`config.mk`:
```
export PLATFORM = sky130hd
export DESIGN_NAME = botsim_regif
export DESIGN_NICKNAME = d
export VERILOG_FILES = /design/src/rtl/botsim_pkg.sv /design/src/rtl/botsim_map_lookup.sv /design/src/rtl/botsim_regif.sv
export SDC_FILE = /design/constraint.sdc
export NUM_CORES = 1
export LEC_CHECK = 0
export ABC_AREA = 1
export BUFFER_PORTS_ARGS = -buffer_cell sky130_fd_sc_hd__buf_2
export CORE_UTILIZATION = 45
export DETAILED_ROUTE_END_ITERATION = 10
export GPL_TIMING_DRIVEN = 0
export PLACE_DENSITY_LB_ADDON = 0.05
export SYNTH_ARGS = -nofsm -noshare
export SYNTH_HDL_FRONTEND = slang
export SYNTH_HIERARCHICAL = 1
export SYNTH_SLANG_ARGS = --single-unit
```
`constraint.sdc`:
```
create_clock -name clk -period 18 [get_ports clk]
set_input_delay 3.6 -clock clk [delete_from_list [all_inputs] [get_ports clk]]
set_output_delay 3.6 -clock clk [all_outputs]
set_load 0.02 [all_outputs]
```
`src/rtl/botsim_pkg.sv`:
```
// Shared constants and types for the banked BOTSIM register interface:
// kcpsm6 port addresses, per-bot register indices and map FSM states.
package botsim_pkg;

    localparam logic [7:0] PA_BANK    = 8'h00;
    localparam logic [7:0] PA_MOTCTL  = 8'h01;
    localparam logic [7:0] PA_LOCX    = 8'h02;
    localparam logic [7:0] PA_LOCY    = 8'h03;
    localparam logic [7:0] PA_BOTINFO = 8'h04;
    localparam logic [7:0] PA_SENSORS = 8'h05;
    localparam logic [7:0] PA_LMDIST  = 8'h06;
    localparam logic [7:0] PA_RMDIST  = 8'h07;
    localparam logic [7:0] PA_MAPX    = 8'h08;
    localparam logic [7:0] PA_MAPY    = 8'h09;
    localparam logic [7:0] PA_MAPVAL  = 8'h0A;
    localparam logic [7:0] PA_COMMIT  = 8'h0B;
    localparam logic [7:0] PA_STATUS  = 8'h0C;

    // Register index equals port address minus PA_LOCX.
    typedef enum logic [2:0] {
        REG_LOCX    = 3'd0,
        REG_LOCY    = 3'd1,
        REG_BOTINFO = 3'd2,
        REG_SENSORS = 3'd3,
        REG_LMDIST  = 3'd4,
        REG_RMDIST  = 3'd5
    } bot_reg_e;

    localparam int NUM_REGS = 6;

    typedef enum logic {
        MAP_IDLE = 1'b0,
        MAP_WAIT = 1'b1
    } map_state_e;

    function automatic int bank_w(input int n);
        return (n > 1) ? $clog2(n) : 1;
    endfunction

endpackage

```
`src/rtl/botsim_map_lookup.sv`:
```
// World-map lookup engine: holds the map address, waits MAP_LAT cycles for
// the external map memory, then captures MapVal. busy is high while waiting.
module botsim_map_lookup
    import botsim_pkg::*;
#(
    parameter int MAP_LAT = 1,
    parameter int MAP_AW  = 8
) (
    input  logic              clk,
    input  logic              reset,
    input  logic              wr_x,
    input  logic              wr_y,
    input  logic [7:0]        wr_data,
    input  logic [1:0]        map_val_i,
    output logic [MAP_AW-1:0] map_x,
    output logic [MAP_AW-1:0] map_y,
    output logic              busy,
    output logic [1:0]        val
);

    map_state_e        state_q, state_d;
    logic [2:0]        cnt_q, cnt_d;
    logic [MAP_AW-1:0] x_q, x_d;
    logic [MAP_AW-1:0] y_q, y_d;
    logic [1:0]        val_q, val_d;

    always_ff @(posedge clk or posedge reset) begin
        if (reset) begin
            state_q <= MAP_IDLE;
            cnt_q   <= '0;
            x_q     <= '0;
            y_q     <= '0;
            val_q   <= '0;
        end else begin
            state_q <= state_d;
            cnt_q   <= cnt_d;
            x_q     <= x_d;
            y_q     <= y_d;
            val_q   <= val_d;
        end
    end

    always_comb begin
        state_d = state_q;
        cnt_d   = cnt_q;
        x_d     = x_q;
        y_d     = y_q;
        val_d   = val_q;
        // A new address always restarts the wait, abandoning any lookup in flight.
        if (wr_x || wr_y) begin
            if (wr_x) x_d = MAP_AW'(wr_data);
            if (wr_y) y_d = MAP_AW'(wr_data);
            cnt_d   = 3'(MAP_LAT);
            state_d = MAP_WAIT;
        end else if (state_q == MAP_WAIT) begin
            if (cnt_q == 3'd1) begin
                val_d   = map_val_i;
                cnt_d   = '0;
                state_d = MAP_IDLE;
            end else begin
                cnt_d = cnt_q - 3'd1;
            end
        end
    end

    assign map_x = x_q;
    assign map_y = y_q;
    assign busy  = (state_q == MAP_WAIT);
    assign val   = val_q;

endmodule

```
`src/rtl/botsim_regif.sv`:
```
// Banked kcpsm6 register window for NUM_BOTS rojobots: per-bot shadow
// registers with atomic commit, update handshake and a map lookup engine.
module botsim_regif
    import botsim_pkg::*;
#(
    parameter int NUM_BOTS = 4,
    parameter int MAP_LAT  = 1,
    parameter int MAP_AW   = 8
) (
    input  logic                  clk,
    input  logic                  reset,
    input  logic                  Wr_Strobe,
    input  logic                  Rd_Strobe,
    input  logic [7:0]            AddrIn,
    input  logic [7:0]            DataIn,
    output logic [7:0]            DataOut,
    input  logic [8*NUM_BOTS-1:0] MotCtl,
    output logic [8*NUM_BOTS-1:0] LocX,
    output logic [8*NUM_BOTS-1:0] LocY,
    output logic [8*NUM_BOTS-1:0] Sensors,
    output logic [8*NUM_BOTS-1:0] BotInfo,
    output logic [8*NUM_BOTS-1:0] LMDist,
    output logic [8*NUM_BOTS-1:0] RMDist,
    output logic [NUM_BOTS-1:0]   upd_sysregs,
    input  logic [NUM_BOTS-1:0]   upd_ack,
    output logic [MAP_AW-1:0]     MapX,
    output logic [MAP_AW-1:0]     MapY,
    input  logic [1:0]            MapVal
);

    localparam int         BW  = bank_w(NUM_BOTS);
    localparam logic [8:0] NB9 = 9'(NUM_BOTS);

    logic [7:0]                               bank_q, bank_d;
    logic [NUM_BOTS-1:0][7:0]                 mot_q, mot_d;
    logic [NUM_BOTS-1:0][NUM_REGS-1:0][7:0]   sh_q, sh_d;
    logic [NUM_BOTS-1:0][NUM_REGS-1:0][7:0]   vis_q, vis_d;
    logic [NUM_BOTS-1:0]                      upd_q, upd_d;
    logic [NUM_BOTS-1:0]                      ovr_q, ovr_d;
    logic [7:0]                               dout_q, dout_d;

    logic          bank_ok;
    logic [BW-1:0] bidx;
    logic [2:0]    ridx;
    logic          is_shadow;
    logic          map_wr_x, map_wr_y, map_busy;
    logic [1:0]    map_val;

    assign bank_ok   = ({1'b0, bank_q} < NB9);
    assign bidx      = bank_q[BW-1:0];
    assign ridx      = 3'(AddrIn - PA_LOCX);
    assign is_shadow = (AddrIn >= PA_LOCX) && (AddrIn <= PA_RMDIST);
    assign map_wr_x  = Wr_Strobe && (AddrIn == PA_MAPX);
    assign map_wr_y  = Wr_Strobe && (AddrIn == PA_MAPY);

    botsim_map_lookup #(
        .MAP_LAT (MAP_LAT),
        .MAP_AW  (MAP_AW)
    ) u_map (
        .clk       (clk),
        .reset     (reset),
        .wr_x      (map_wr_x),
        .wr_y      (map_wr_y),
        .wr_data   (DataIn),
        .map_val_i (MapVal),
        .map_x     (MapX),
        .map_y     (MapY),
        .busy      (map_busy),
        .val       (map_val)
    );

    always_ff @(posedge clk or posedge reset) begin
        if (reset) begin
            bank_q <= '0;
            mot_q  <= '0;
            sh_q   <= '0;
            vis_q  <= '0;
            upd_q  <= '0;
            ovr_q  <= '0;
            dout_q <= '0;
        end else begin
            bank_q <= bank_d;
            mot_q  <= mot_d;
            sh_q   <= sh_d;
            vis_q  <= vis_d;
            upd_q  <= upd_d;
            ovr_q  <= ovr_d;
            dout_q <= dout_d;
        end
    end

    always_comb begin
        bank_d = bank_q;
        mot_d  = MotCtl;
        sh_d   = sh_q;
        vis_d  = vis_q;
        upd_d  = upd_q & ~upd_ack;
        ovr_d  = ovr_q;
        dout_d = 8'h00;

        // Clears come first so that a same-cycle commit set takes priority.
        if (Rd_Strobe && (AddrIn == PA_STATUS) && bank_ok) ovr_d[bidx] = 1'b0;

        if (Wr_Strobe) begin
            if (AddrIn == PA_BANK) bank_d = DataIn;
            if (is_shadow && bank_ok) sh_d[bidx][ridx] = DataIn;
            if ((AddrIn == PA_COMMIT) && bank_ok) begin
                vis_d[bidx] = sh_q[bidx];
                upd_d[bidx] = 1'b1;
                if (upd_q[bidx] && !upd_ack[bidx]) ovr_d[bidx] = 1'b1;
            end
        end

        case (AddrIn)
            PA_BANK:   dout_d = bank_q;
            PA_MOTCTL: if (bank_ok) dout_d = mot_q[bidx];
            PA_LOCX, PA_LOCY, PA_BOTINFO, PA_SENSORS, PA_LMDIST, PA_RMDIST:
                       if (bank_ok) dout_d = sh_q[bidx][ridx];
            PA_MAPX:   dout_d = 8'(MapX);
            PA_MAPY:   dout_d = 8'(MapY);
            PA_MAPVAL: dout_d = {map_busy, 5'b0, map_val};
            PA_STATUS: if (bank_ok) dout_d = {6'b0, ovr_q[bidx], upd_q[bidx]};
            default:   dout_d = 8'h00;
        endcase
    end

    for (genvar b = 0; b < NUM_BOTS; b++) begin : g_out
        assign LocX[8*b +: 8]    = vis_q[b][REG_LOCX];
        assign LocY[8*b +: 8]    = vis_q[b][REG_LOCY];
        assign BotInfo[8*b +: 8] = vis_q[b][REG_BOTINFO];
        assign Sensors[8*b +: 8] = vis_q[b][REG_SENSORS];
        assign LMDist[8*b +: 8]  = vis_q[b][REG_LMDIST];
        assign RMDist[8*b +: 8]  = vis_q[b][REG_RMDIST];
    end

    assign upd_sysregs = upd_q;
    assign DataOut     = dout_q;

endmodule

```
Word level (Yosys, flattened, before mapping)
Cells that the tools add are included.
{ "totals": {"regBits": 462, "in_bits": 58, "out_inout_bits": 220, "elab_cells": 149} }
{ "classes": {"n_addsub": 2, "order_cmp": 7, "eq_ne": 13, "mux": 38, "bitwise_logic": 7, "reduce_logical": 21} }
{ "op_table": {"columns": ["operator", "count"], "rows": [
  ["$bwmux W192", 2],
  ["$demux W48 S2", 2],
  ["$mux W48", 3],
  ["$bmux W48 S2", 1],
  ["$pmux W8 S7", 1],
  ["$eq A8 B4 Y1 const B", 5],
  ["$mux W8", 5],
  ["$eq A8 B3 Y1 const B", 4],
  ["$bmux W8 S3", 1],
  ["$demux W8 S3", 1],
  ["$mux W4", 6],
  ["$bmux W8 S2", 1],
  ["$eq A8 B2 Y1 const B", 2],
  ["$logic_and A1 B1 Y1", 10],
  ["$reduce_and A2 Y1", 5],
  ["$mux W3", 3],
  ["$and A4 B4 Y4", 2],
  ["$eq A8 B1 Y1 const B", 1],
  ["$ge A8 B2 Y1 const B", 1],
  ["$le A8 B3 Y1 const B", 1],
  ["$logic_not A8 Y1", 1],
  ["$lt A8 B3 Y1 const B", 1],
  ["$not A4 Y4", 2],
  ["$or A4 B4 Y4", 2],
  ["other kinds (17)", 25]
]} }

Longest topological paths before layout
{ "depth": {"word_depth": 11, "mapped_depth": 16} }

Hierarchy
The synthesis kept the hierarchy.
{ "modules_own_cells": {"columns": ["module", "n_inst", "cells_per_inst", "area_each_um2"], "rows": [
  ["botsim_regif", 1, 2171, 18753.0],
  ["botsim_map_lookup", 1, 91, 945.9]
]} }

Worst setup path before layout
No wires, ideal clock.
{ "synth_path": {"path_type": "input to register", "from": "input port AddrIn[4]", "to": "register sh_q[121] in the netlist's numbering", "setup_ns": 0.132, "t_arrival_ns": 4.854, "t_required_ns": 17.868, "path_slack_ns": 13.014, "stages": 10, "path_buffers": 2, "cell_sequence": "nor2_1 nand2_2 nor3_4 nand2_2 nor2_8 buf_12 nand4_4 buf_2 nand2_1 o21ai_1"} }
{ "synth_via": {"elab_chain_cells": 4, "word_cells_on_any_way": 5, "classes_between": "order compare (2); reduce/logical (3)"} }
{ "synth_rtl": {"columns": ["element", "line", "rtl"], "rows": [
  ["from (decl)", "botsim_regif.sv:14", "input logic [7:0] AddrIn,"],
  ["$ge A8 B2 Y1 / $le A8 B3 Y1 (equally long branches)", "botsim_regif.sv:52", "assign is_shadow = (AddrIn >= PA_LOCX) && (AddrIn <= PA_RMDIST);"],
  ["$logic_and A1 B1 Y1 (*)", "botsim_regif.sv:52", null],
  ["$logic_and A1 B1 Y1 (*)", "botsim_regif.sv:106", "if (is_shadow && bank_ok) sh_d[bidx][ridx] = DataIn;"],
  ["$reduce_and A2 Y1 (no source line) (*)", null, null],
  ["to (signal assigned)", "botsim_regif.sv:76", "sh_q <= '0;"],
  ["to (signal assigned)", "botsim_regif.sv:84", "sh_q <= sh_d;"],
  ["to (decl)", "botsim_regif.sv:36", "logic [NUM_BOTS-1:0][NUM_REGS-1:0][7:0] sh_q, sh_d;"]
]} }
Mark *: on every way between the ends. The rest lies on a longest branch, timed or not.
A chain may end at the register's enable or synchronous reset.

Final worst setup path
{ "layout_path": {"from": "input port Wr_Strobe", "to": "register vis_q (netlist bit LocY[31])"} }
{ "layout_via": {"elab_chain_cells": 1} }
{ "layout_rtl": {"columns": ["element", "line", "rtl"], "rows": [
  ["from (decl)", "botsim_regif.sv:12", "input logic Wr_Strobe,"],
  ["$reduce_and A2 Y1 (no source line)", null, null],
  ["to (signal assigned)", "botsim_regif.sv:85", "vis_q <= vis_d;"],
  ["to (decl)", "botsim_regif.sv:37", "logic [NUM_BOTS-1:0][NUM_REGS-1:0][7:0] vis_q, vis_d;"]
]} }
No other way between the ends.

==> metrics.csv <==
metric;value;unit
status;complete, no violations;
setup TNS;0;ns
ANT nets after route;0;
final wirelength;65.90;mm
# resized after CTS;0;
Initial DRC Count;1594;
largest net degree at the start of global routing;120;
Slew Limit Headroom;12.55;%
Slew Limit Fails;0;
Setup violations, final;0;
Seq/Total Area, Yosys;58.69;%
mux cell area share after synthesis;0.4573;%
Peak VDD IR;0.07753;mV
Post-Place Cell Area;21930;um^2
Setup CP Type;in -> reg;
dpl hpwl;48.33;mm
hold path depth;2;
Multi-input gate area;6950;um^2
Net Sw Power;0.0005689;W
Root Buffer;clkbuf_16;
Area Overhead vs Synth;19.87;%
starting density of the core;45.63;%
post-CTS setup buffer count;0;
worst hold margin;0.4772;ns
Max clock buf depth;3;
main combinational cell family by area after synthesis;simple AND/OR/NAND/NOR gates;
initial antenna violation count;3;
Placed Cells incl. Taps;3127;
Synth Area in Adders;0.3176;%
Synth Net Count;2325;
clock-pin slew of the registers on the worst-case setup and hold paths;0.06;ns
Via density;5.240;
Reg area;11560;um^2
Internal;0.001723;W
Critical Path AT;5.59;ns
number of flops mapped to enable cells by yosys;0;
full die area;44620;um^2
Distinct cells, synth;37;
wire per inst;20.47;um
Worst R2R Setup Slack;15.26;ns
Worst Path Max Fanout;10;
Synth Register Bits;462;
wire length of the first global-routing pass;99.38;mm
Area contributors post-synth;dfrtp_1 59%, nand2_1 18%, o21ai_0 7.2%;
Post-synth ARST share;100.0;%
worst setup path start;Wr_Strobe;
DRT Pass-1 Iters;5;
die height;211.2;um
gpl congestion;0.9107;
P_leak;12.40;nW
PD cells;97.05;nW/um^2
Tot GR Track Use;29.87;%
minimum clock period;5.137;ns
Critical Path Sink Type;flip-flop;
combinational power share;7.4;%
final period utilization;28.54;%
dominant synthesized flop cell;dfrtp_1;
Worst-Margin Slew;1.300;ns
CTS Sinks;462;
RR Startpoint;bank_q[1];
slowest stage cell, crit path;nand4_2;
Seq pwr share;46.7;%
worst stage delay on the critical path;0.46;ns
CTS buffer count;50;
worst path required time;18.46;ns
YS warnings;6;
post-route design area;23610;um^2
Worst-Skew Late Latency;0.61;ns
Hold Path Sink;LocY[8];
final hold viol count;0;
Hold-fix buffers, CTS;0;
Final Skew;0.02433;ns
RR Endpoint;DataOut[3];
crit-path cells;clkbuf_2 -> inv_1 -> nor2_1 -> nand4_2 -> buf_2 -> buf_2 -> nand2_1 -> o21ai_0;
XOR/XNOR Fraction of Synth Area;0;%
post-synth top area cell;dfrtp_1;
hold_sp;LocY[8];
Startpoint Class;input port;
filler instances;4207;
IO Count;278;
Buffers on Ports;276;
Clock Power Share;45.9;%
core area;43170;um^2
post-synthesis cell area;19700;um^2
Post-Layout Cell Count;3219;
simple-gate share of the synthesized area;22.51;%
max cap viols;0;
Hold Crit Class;reg -> reg;
Worst Reg-to-Reg Cells;13;
Cells after Synth;2262;
Final nets;2657;
CTS tree;done;
Max Freq;0.1947;GHz
Crit path top cell by count;buf_2;
post-synth top area share;58.69;%
Mean Syn Cell Area;8.709;um^2
share of cells above drive strength 1;17.86;%
total grt overflow;0;
vias in the first global route;16190;
vias post-DR;16870;
Synth Area in Compound Gates;12.00;%
Sw Ratio;24.82;%
width of the die;211.2;um
CTS H-tree lvls;2;
Rows;76;
RSZ-0062 raised after global routing;false;
residual DRC count;0;
==> flip-flops by register name (all words and copies together) (netlist names) <==
| name | flops |
|---|---|
| BotInfo | 32 |
| u_map/cnt_q | 3 |
| u_map/busy | 1 |
| RMDist | 32 |
| mot_q | 32 |
| LocX | 32 |
| ovr_q | 4 |
| u_map/val | 2 |
| u_map/map_y | 8 |
| Sensors | 32 |
| bank_q | 8 |
| LMDist | 32 |
| DataOut | 8 |
| LocY | 32 |
| u_map/map_x | 8 |
| sh_q | 192 |
| upd_sysregs | 4 |
==> power groups by stage <==
stage	clock network [W]	logic [W]	registers, W
2_1_floorplan	0	0.0000897	0.00109
3_3_place_gp	0	0.000164	0.00109
3_5_place_dp	0	0.000169	0.00109
4_1_cts	0.00107	0.000170	0.00107
5_1_grt	0.00110	0.000187	0.00107
6_report	0.00105	0.000170	0.00107
==> synthesized netlist by cell type (2+ instances only) <==
cell type,n
buf_2,50
a22oi_1,19
clkbuf_1,55
inv_1,139
nand3_1,21
buf_6,8
nand2_1,919
nand4_2,7
a22o_1,3
o22ai_1,2
nand2_2,3
a21oi_1,9
ha_1,5
nor2_1,76
nor2_8,2
a221oi_1,2
o21ai_1,139
buf_4,6
o21ai_0,283
nor4_1,2
nand3_2,4
inv_2,2
nand4_1,6
mux2_2,8
nand4_4,14
buf_1,6
dfrtp_1,462
==> critical path: cells and delay by family <==
kind	cells	cell delay, ns
simple gates	3	0.98
compound gates	1	0.08
buf+inv	4	0.93
==> logic make-up (layout without fill, tap and decap cells) <==
kind of cell / after synthesis / in the layout
multiplexers: 8 / 8
AO/OA/AOI/OAI: 458 / 458
flip-flops: 462 / 462
other: 0 / 3
buffers and inverters: 270 / 639
adder cells (fa/ha/maj): 5 / 5
AND/OR/NAND/NOR: 1059 / 1059
==> per-layer routing <==
metal / share of wire [%] / global-route usage (%) / up-vias / routed length [um]
met4: 2.6 / 9.095 / 0 / 1730
met5: 0 / 0 / - / 0
met3: 7.0 / 6.111 / 95 / 4638
li1: - / - / 7885 / -
met2: 45 / 45.96 / 546 / 29640
met1: 45 / 42.53 / 8340 / 29890
==> placed cells by master, fill, tap and decap left out, drive strengths merged <==
cell type and n:
ha 5, diode 3, inv 143, nand4 27
nand2 923, bufinv 4, o22ai 2, a22oi 19
a221oi 2, clkbuf 130, dfrtp 462, and3 1
a21oi 9, buf 352, o21ai 422, nand3 25
clkinv 10, mux2 8, nor3 2, a22o 3
o211ai 1, nor2 78, nor4 3
==> metrics by stage <==
stage / worst slack, ns / utilization [%] / power [W]
after floorplan: 2.142 / - / 0.001183
after global placement: -2.718 / 50.52 / 0.001254
after detailed placement: 12.32 / 50.80 / 0.001259
after CTS: 12.93 / 54.68 / 0.002306
after global routing: 12.81 / 54.70 / 0.002364
final: 12.86 / 54.70 / 0.002292
==> final cells by class <==
cell class | instances | share of cell area (%)
flip-flops and latches | 462 | 48.96
inverters | 142 | 2.289
multi-input cells | 1530 | 29.44
clock inverters | 15 | 0.8213
diodes | 3 | 0.03179
repair buffers | 280 | 6.316
well taps | 585 | 3.100
plain buffers | 128 | 2.771
clock buffers | 74 | 6.274
==> how the worst max path moves through the flow <==
stage                       to  slack, ns
floorplan           BotInfo[0]       2.14
detailed placement    LocX[31]      12.32
global route        LMDist[24]      12.81
global placement    LMDist[16]      -2.72
finish                LocY[31]      12.86
CTS                   LocX[31]      12.93
No activity file was read; power rests on OpenSTA's default activity.
